--- src/rtl/fsm_leer_rtc_pkg.sv ---
// fsm_leer_rtc_pkg: state codes, access indices and RTC bus constants shared with the external bus mux
package fsm_leer_rtc_pkg;
    localparam logic [2:0] S_IDLE   = 3'd0;
    localparam logic [2:0] S_SETUP  = 3'd1;
    localparam logic [2:0] S_STROBE = 3'd2;
    localparam logic [2:0] S_HOLD   = 3'd3;
    localparam logic [2:0] S_GAP    = 3'd4;
    localparam logic PH_ADDR = 1'b0;
    localparam logic PH_DATA = 1'b1;
    localparam logic [3:0] IDX_COM      = 4'd0;
    localparam logic [3:0] IDX_SEG      = 4'd1;
    localparam logic [3:0] IDX_MIN      = 4'd2;
    localparam logic [3:0] IDX_HORA     = 4'd3;
    localparam logic [3:0] IDX_DIA      = 4'd4;
    localparam logic [3:0] IDX_MES      = 4'd5;
    localparam logic [3:0] IDX_ANIO     = 4'd6;
    localparam logic [3:0] IDX_SEG_TIM  = 4'd7;
    localparam logic [3:0] IDX_MIN_TIM  = 4'd8;
    localparam logic [3:0] IDX_HORA_TIM = 4'd9;
    localparam logic [7:0] ADDR_COM      = 8'hF0;
    localparam logic [7:0] ADDR_SEG      = 8'h21;
    localparam logic [7:0] ADDR_MIN      = 8'h22;
    localparam logic [7:0] ADDR_HORA     = 8'h23;
    localparam logic [7:0] ADDR_DIA      = 8'h24;
    localparam logic [7:0] ADDR_MES      = 8'h25;
    localparam logic [7:0] ADDR_ANIO     = 8'h26;
    localparam logic [7:0] ADDR_SEG_TIM  = 8'h41;
    localparam logic [7:0] ADDR_MIN_TIM  = 8'h42;
    localparam logic [7:0] ADDR_HORA_TIM = 8'h43;
    localparam logic [7:0] CMD_TRANSFER  = 8'hF0;

    function automatic logic [7:0] rtc_addr(input logic [3:0] idx);
        return idx == IDX_COM      ? ADDR_COM      :
               idx == IDX_SEG      ? ADDR_SEG      :
               idx == IDX_MIN      ? ADDR_MIN      :
               idx == IDX_HORA     ? ADDR_HORA     :
               idx == IDX_DIA      ? ADDR_DIA      :
               idx == IDX_MES      ? ADDR_MES      :
               idx == IDX_ANIO     ? ADDR_ANIO     :
               idx == IDX_SEG_TIM  ? ADDR_SEG_TIM  :
               idx == IDX_MIN_TIM  ? ADDR_MIN_TIM  : ADDR_HORA_TIM;
    endfunction
endpackage

--- src/rtl/fsm_leer_rtc.sv ---
// fsm_leer_rtc: bus-cycle sequencer reading the full time/date/timer register set from a multiplexed-bus RTC
module fsm_leer_rtc
    import fsm_leer_rtc_pkg::*;
#(
    parameter int T_SETUP  = 1,
    parameter int T_STROBE = 4,
    parameter int T_HOLD   = 1,
    parameter int T_GAP    = 2
) (
    input  logic clk,
    input  logic reset,
    input  logic do_it_leer,
    output logic a_d,
    output logic cs,
    output logic rd,
    output logic wr,
    output logic ch0_mux1,
    output logic ch1_mux2,
    output logic dat_lect_seg,
    output logic dat_lect_min,
    output logic dat_lect_hora,
    output logic dat_lect_dia,
    output logic dat_lect_mes,
    output logic dat_lect_anio,
    output logic dat_lect_seg_tim,
    output logic dat_lect_min_tim,
    output logic dat_lect_hora_tim,
    output logic dir_com_cyt,
    output logic dir_seg,
    output logic dir_min,
    output logic dir_hora,
    output logic dir_dia,
    output logic dir_mes,
    output logic dir_anio,
    output logic dir_seg_tim,
    output logic dir_min_tim,
    output logic dir_hora_tim,
    output logic buffer_activo
);
    logic [2:0] state_q, state_d, cnt_q, cnt_d, dur;
    logic       phase_q, phase_d, last;
    logic [3:0] idx_q, idx_d;
    logic       busy, act, strobe, cmd;
    logic [9:0] dir;
    logic [9:1] lect;

    always_comb begin
        dur = state_q == S_SETUP  ? 3'(T_SETUP)  :
              state_q == S_STROBE ? 3'(T_STROBE) :
              state_q == S_HOLD   ? 3'(T_HOLD)   : 3'(T_GAP);
        last    = cnt_q == dur - 3'd1;
        state_d = state_q;
        phase_d = phase_q;
        idx_d   = idx_q;
        cnt_d   = last ? 3'd0 : cnt_q + 3'd1;
        case (state_q)
            S_IDLE: begin
                cnt_d   = 3'd0;
                state_d = do_it_leer ? S_SETUP : S_IDLE;
                phase_d = PH_ADDR;
                idx_d   = IDX_COM;
            end
            S_SETUP:  state_d = last ? S_STROBE : S_SETUP;
            S_STROBE: state_d = last ? S_HOLD : S_STROBE;
            S_HOLD:   state_d = last ? S_GAP : S_HOLD;
            S_GAP: if (last) begin
                // ADDR phase rolls into DATA; DATA phase advances the access or ends the burst
                state_d = (phase_q == PH_DATA && idx_q == IDX_HORA_TIM) ? S_IDLE : S_SETUP;
                phase_d = ~phase_q;
                idx_d   = phase_q == PH_DATA ? idx_q + 4'd1 : idx_q;
            end
            default: state_d = S_IDLE;
        endcase
    end

    always_ff @(posedge clk) begin
        if (reset) begin
            state_q <= S_IDLE;
            phase_q <= PH_ADDR;
            idx_q   <= IDX_COM;
            cnt_q   <= 3'd0;
        end else begin
            state_q <= state_d;
            phase_q <= phase_d;
            idx_q   <= idx_d;
            cnt_q   <= cnt_d;
        end
    end

    always_comb begin
        busy   = state_q != S_IDLE;
        act    = state_q == S_SETUP || state_q == S_STROBE || state_q == S_HOLD;
        strobe = state_q == S_STROBE;
        cmd    = idx_q == IDX_COM;
        dir    = busy ? 10'(1) << idx_q : 10'd0;
        lect   = (strobe && phase_q == PH_DATA && !cmd && last) ? dir[9:1] : 9'd0;
    end

    assign cs            = ~act;
    assign a_d           = ~(busy && phase_q == PH_ADDR && state_q != S_GAP);
    assign wr            = ~(strobe && (phase_q == PH_ADDR || cmd));
    assign rd            = ~(strobe && phase_q == PH_DATA && !cmd);
    assign ch0_mux1      = act && phase_q == PH_ADDR;
    assign ch1_mux2      = act && phase_q == PH_DATA && cmd;
    assign buffer_activo = ch0_mux1 || ch1_mux2;
    assign {dir_hora_tim, dir_min_tim, dir_seg_tim, dir_anio, dir_mes, dir_dia,
            dir_hora, dir_min, dir_seg, dir_com_cyt} = dir;
    assign {dat_lect_hora_tim, dat_lect_min_tim, dat_lect_seg_tim, dat_lect_anio, dat_lect_mes,
            dat_lect_dia, dat_lect_hora, dat_lect_min, dat_lect_seg} = lect;
endmodule

--- config.mk ---
export PLATFORM = sky130hd
export DESIGN_NAME = fsm_leer_rtc
export DESIGN_NICKNAME = d
export VERILOG_FILES = /design/src/rtl/fsm_leer_rtc_pkg.sv /design/src/rtl/fsm_leer_rtc.sv
export SDC_FILE = /design/constraint.sdc
export NUM_CORES = 1
export LEC_CHECK = 0
export ABC_AREA = 1
export BUFFER_PORTS_ARGS = -buffer_cell sky130_fd_sc_hd__buf_2
export CAP_MARGIN = 20
export CELL_PAD_IN_SITES_DETAIL_PLACEMENT = 1
export CELL_PAD_IN_SITES_GLOBAL_PLACEMENT = 1
export CORE_AREA = 2 2 54 56
export CTS_CLUSTER_DIAMETER = 60
export CTS_CLUSTER_SIZE = 8
export DETAILED_ROUTE_END_ITERATION = 8
export DIE_AREA = 0 0 56 58
export MAX_ROUTING_LAYER = met4
export PLACE_DENSITY = 0.88
export SLEW_MARGIN = 20
export SYNTH_ARGS = -nofsm -noshare
export SYNTH_HDL_FRONTEND = slang
export SYNTH_SLANG_ARGS = --single-unit
export TNS_END_PERCENT = 20
--- constraint.sdc ---
create_clock -name clk -period 3.2 [get_ports clk]
set_input_delay 0.64 -clock clk [delete_from_list [all_inputs] [get_ports clk]]
set_output_delay 0.64 -clock clk [all_outputs]
set_load 0.02 [all_outputs]
---- Yosys cells after proc, flatten, opt, wreduce, memory -nomap -nowiden ----
Index checks and enable logic that the tools add are counted.
operators by class
  eq/ne operators ......................... 9
  bitwise operators ....................... 5
  reduce and logical (&&, ||, !) cells .... 22
  multiplexer cells ....................... 17
  shift operators ......................... 1
  $add $sub $neg .......................... 3
operators with widths
  cell                                                  count
  case mux 3 bit (5 select lines)                       1
  2-to-1 mux 3 bit                                      4
  logical AND 1 bit                                     10
  2-to-1 mux 10 bit                                     1
  left shift 1 x 4 -> 10 bit (first input constant)     1
  2-to-1 mux 9 bit                                      1
  2-to-1 mux 4 bit                                      2
  case mux 4 bit (2 select lines)                       1
  equality test 3 x 2 -> 1 bit (second input constant)  2
  NOT 1 bit                                             5
  adder 4 x 1 -> 4 bit (second input constant)          1
  equality test 4 bit (second input constant)           1
  zero test 4 bit                                       1
  logical OR 1 bit                                      4
  2-to-1 mux 1 bit                                      4
  2-to-1 mux 2 bit                                      2
  inequality test 2 bit (second input constant)         2
  adder 3 x 1 -> 3 bit (second input constant)          1
  equality test 3 x 1 -> 1 bit (second input constant)  1
  equality test 3 bit                                   1
  equality test 3 bit (second input constant)           1
  zero test 3 bit                                       1
  inequality test 3 bit (second input constant)         1
  AND reduction 3 bit                                   1
  other kinds (7)                                       7
storage, ports and cells
  bits of input ports ..................... 3
  word-level logic and storage cells ...... 61
  bits in registers ....................... 11
  output and inout port bits .............. 26

---- Longest topological paths before layout ----
  word-level depth ........................ 8
  depth in mapped cells ................... 14
  depth with buffers taken out ............ 14

---- Least setup slack after synthesis ----
Ideal clock, no wire load.
  path type ............................... reg-to-output
  start point ............................. reg state_q[0]
  end point ............................... out dat_lect_hora
  setup slack ............................. 0.732 ns
  cell stages (with the launch flop) ...... 8
  arrival time ............................ 1.828 ns
  path buffers ............................ 0
  cell sequence ........................... dfxtp_1 nor2_4 nor2_1 ha_1 xnor2_1 nor2_4 nand3_2 nor3_1
between the ends
  word-level cells in the longest chain between the ends .. 8
  elaborated cells between the ends (all ways) .. 14
  those cells by class .................... add/sub: 1; eq/ne: 4; mux: 5; reduce/logical: 4
ends and longest elaborated chain
  element                       line                text
  start: declaration            fsm_leer_rtc.sv:40  logic [2:0] state_q, state_d, cnt_q, cnt_d, dur;
  start signal: assignment      fsm_leer_rtc.sv:83  state_q <= state_d;
  equality test 3 x 2 -> 1 bit  fsm_leer_rtc.sv:50  state_q == S_HOLD ? 3'(T_HOLD) : 3'(T_GAP);
  2-to-1 mux 2 bit              fsm_leer_rtc.sv:50
  2-to-1 mux 3 bit              fsm_leer_rtc.sv:49  state_q == S_STROBE ? 3'(T_STROBE) :
  2-to-1 mux 3 bit              fsm_leer_rtc.sv:48  dur = state_q == S_SETUP ? 3'(T_SETUP) :
  subtractor 3 x 1 -> 3 bit     fsm_leer_rtc.sv:51  last = cnt_q == dur - 3'd1;
  equality test 3 bit           fsm_leer_rtc.sv:51
  logical AND 1 bit             fsm_leer_rtc.sv:96  lect = (strobe && phase_q == PH_DATA && !cmd && last) ? dir[9:1] : 9'd0;
  2-to-1 mux 9 bit (*)          fsm_leer_rtc.sv:96
  end: declaration              fsm_leer_rtc.sv:21  output logic dat_lect_hora,
Mark *: on every way between the ends. The rest lies on a longest branch, timed or not.

---- Final worst setup path ----
  start point ............................. reg state_q[0]
  end point ............................... out dat_lect_seg
between the ends
  word-level cells in the longest chain between the ends .. 8
  elaborated cells between the ends (all ways) .. 14
  those cells by class .................... add/sub: 1; eq/ne: 4; mux: 5; reduce/logical: 4
ends and longest elaborated chain
  element                       line                text
  equality test 3 x 2 -> 1 bit  fsm_leer_rtc.sv:50
  2-to-1 mux 2 bit              fsm_leer_rtc.sv:50
  2-to-1 mux 3 bit              fsm_leer_rtc.sv:49
  2-to-1 mux 3 bit              fsm_leer_rtc.sv:48
  subtractor 3 x 1 -> 3 bit     fsm_leer_rtc.sv:51
  equality test 3 bit           fsm_leer_rtc.sv:51
  logical AND 1 bit             fsm_leer_rtc.sv:96
  2-to-1 mux 9 bit (*)          fsm_leer_rtc.sv:96
  end: declaration              fsm_leer_rtc.sv:19  output logic dat_lect_seg,
Marked as above.

==> metrics <==
Syn Nets approximately 160; input/output buffers 28; CTS max path bufs 2; crit path capture dat_lect_seg; IR drop worst, VDD 0.262 mV; Worst-Skew Late Latency 0.28 ns; Core ar. 2660 sq um; RePlAce Congestion between 0.8 and 0.9; Yosys Warn Count 0; Placed Area ~1100 sq um; Gate Count Post-Synth 151; die area 3250 sq um; post-route ant nets 0; final hold vios 0; Area Overhead vs Synth 21.5%; PD cells 405 nW/um^2; status complete, no violations; register area share after synthesis 23.1%; Synth area leader dfxtp_1; count of inserted antenna diode cells 0; share of layout cells above drive strength 1 about a quarter; total wire length 2620 um; final-stage net count 195; initial antenna violation count 0; clock share of power between 20% and 30%; Worst Max-Slew Pin Slew 0.353 ns; standard-cell row count 19; CTS root buf clkbuf_4; max frequency 354 MHz; number of setup violations in the final report 0; slew margin rel. 76.5%; DR DRC count 0; Synth cell types 24; Total Routing Usage GR 17.8%; Finished Layout Cells 214; Slew Viols, Final 0; synthesized flop and latch total 11; power share of the combinational group 44.1%; Internal ~0.26 mW; FF-to-FF Start state_q[0]; Num Clock Sinks 11; post-CTS sizing 0; worst hold slack 0.482 ns; first-pass GRT wire length 4540 um; Crit. End Element primary output; die extent in x 56 um; WS Path Type reg2out; H-tree levels 1; Worst-path clk slew 0.07 ns; vias per cell between 4 and 5; router iterations before antenna repair 4; WL/cell 12.2 um; Tmin final 2.82 ns; number of DRC markers in iteration 0 44; Post-CTS Setup Bufs 0; CP startpoint kind flip-flop; CTS tree yes; total congestion overflow 0; period utilisation layout 88.3%; top sig layer met4; Setup TNS 0 ns; crit-path max FO 9; RSZ-0062 raised after global routing no; r2r worst-path depth 10; final setup skew 0.00632 ns; post-synthesis cell area approximately 950 sq um; Starting Density 35.8%; vias post-DR 1048; Sw Share 44.2%; CP startpoint state_q[0]; hold buffer count at CTS 0; M1 wire length 1160 um; I/O pin cnt 29; dpl hpwl 2230 um; r2r setup slk about 1.3 ns; met3 WL 122 um; Vert. Die Dim 58 um; max-cap check violation count 0; Area contributors post-synth dfxtp_1 (23%), nand2_1 (13%), ha_1 (10%), nor2_1 (9.8%), inv_1 (9.1%); Pwr Total 0.469 mW; Final Cell Area 1160 sq um; synthesized area per cell between 6 and 7 sq um; Crit path required time 2.56 ns; Tightest Hold Check Type reg2reg; crit path DAT between 2 and 2.5 ns; Yosys top cell area share between 20% and 30%; met2 routed WL 1290 um; pin count of the biggest net entering global routing 10; Reg-to-Reg End phase_q; sequential share of power 34.8%; vias in the first global route 1056; Leak 0.611 nW; Sw Pwr 0.207 mW; TritonCTS buffer count 3; number of placed instances, taps included 210
==> layer usage <==
layer  up-vias  track usage, %
li1        536               -
met1       483            21.3
met2        24            31.1
met3         5            2.23
met4         0            6.12
met5         -               -
==> synthesized netlist by cell type <==
library cell and instances:
nand2_1 33, xnor2_1 2, xor2_1 1, or2_0 1, a21oi_1 3, dfxtp_1 11, nand3_2 1, o22ai_1 1
nand3_1 12, a21oi_2 1, nor2_4 3, a31oi_1 1, nor2_1 25, inv_2 2, nand2_4 3, o21ai_0 1
nor3_1 8, nand2_2 5, inv_1 23, o211ai_1 1, inv_4 1, ha_1 8, nand4_1 3, nor2_2 1
==> power groups by stage <==
stage          Combinational (mW)  Sequential [mW]  Clock, mW
2_1_floorplan               0.159            0.163          0
3_3_place_gp                0.199            0.165          0
3_5_place_dp                0.209            0.167          0
4_1_cts                     0.209            0.163      0.101
5_1_grt                     0.233            0.166      0.104
6_report                    0.207            0.163     0.0988
==> how the worst min path moves through the flow <==
stage / cells after the start / startpoint / slack [ns] / endpoint
floorplan: 1 / cnt_q[0] / 0.43 / cnt_q[0]
global placement: 1 / cnt_q[0] / 0.45 / cnt_q[0]
detailed placement: 1 / cnt_q[0] / 0.47 / cnt_q[0]
CTS: 1 / cnt_q[0] / 0.48 / cnt_q[0]
global route: 1 / cnt_q[0] / 0.50 / cnt_q[0]
finish: 1 / cnt_q[0] / 0.48 / cnt_q[0]
==> state kept, by name, indices dropped and copies added (netlist names) <==
register  flops
cnt_q         3
idx_q         4
phase_q       1
state_q       3
==> stage by stage <==
stage / setup WS [ns] / util [%]
finish: 0.375 / 43.5
global route: 0.212 / 43.5
CTS: 0.349 / 43.5
detailed placement: 0.652 / 42.5
global placement: 0.813 / 42.5
floorplan: 0.732 / -
==> area by class of cell <==
type	count	area [sq um]
fillers	384	1500
inverters	26	100
well taps	31	38.8
multi-input cells	114	633
flip-flops and latches	11	220
repair buffers	28	140
clock buffers	4	26.3
==> placed cells by master, fill, tap and decap left out, types with 2 or more instances in the layout <==
cell type	instances
nor3_1	8
inv_2	2
nand2_4	3
nor2_1	25
nand2_2	5
nand4_1	3
ha_1	8
nor2_4	3
buf_2	28
xnor2_1	2
a21oi_1	3
nand2_1	33
inv_1	23
dfxtp_1	11
clkbuf_4	3
nand3_1	12
==> critical path, stage by stage (launching register included) <==
cell and delay, ns:
dfxtp_1 0.50, nor2_4 0.09, nor2_1 0.17, ha_1 0.27
xnor2_1 0.16, nor2_4 0.16, nand3_2 0.18, nor3_1 0.18
buf_2 0.20
==> logic make-up (layout without fill, tap and decap cells) <==
group	after synthesis	in the layout	synth area share, %
flip-flops	11	11	23.1
adder cells (fa/ha/maj)	8	8	10.5
AO/OA/AOI/OAI	8	8	5.12
XOR/XNOR	3	3	2.76
AND/OR/NAND/NOR	95	95	48.0
buffers and inverters	26	58	10.5
(Power assumes the default switching activity.)
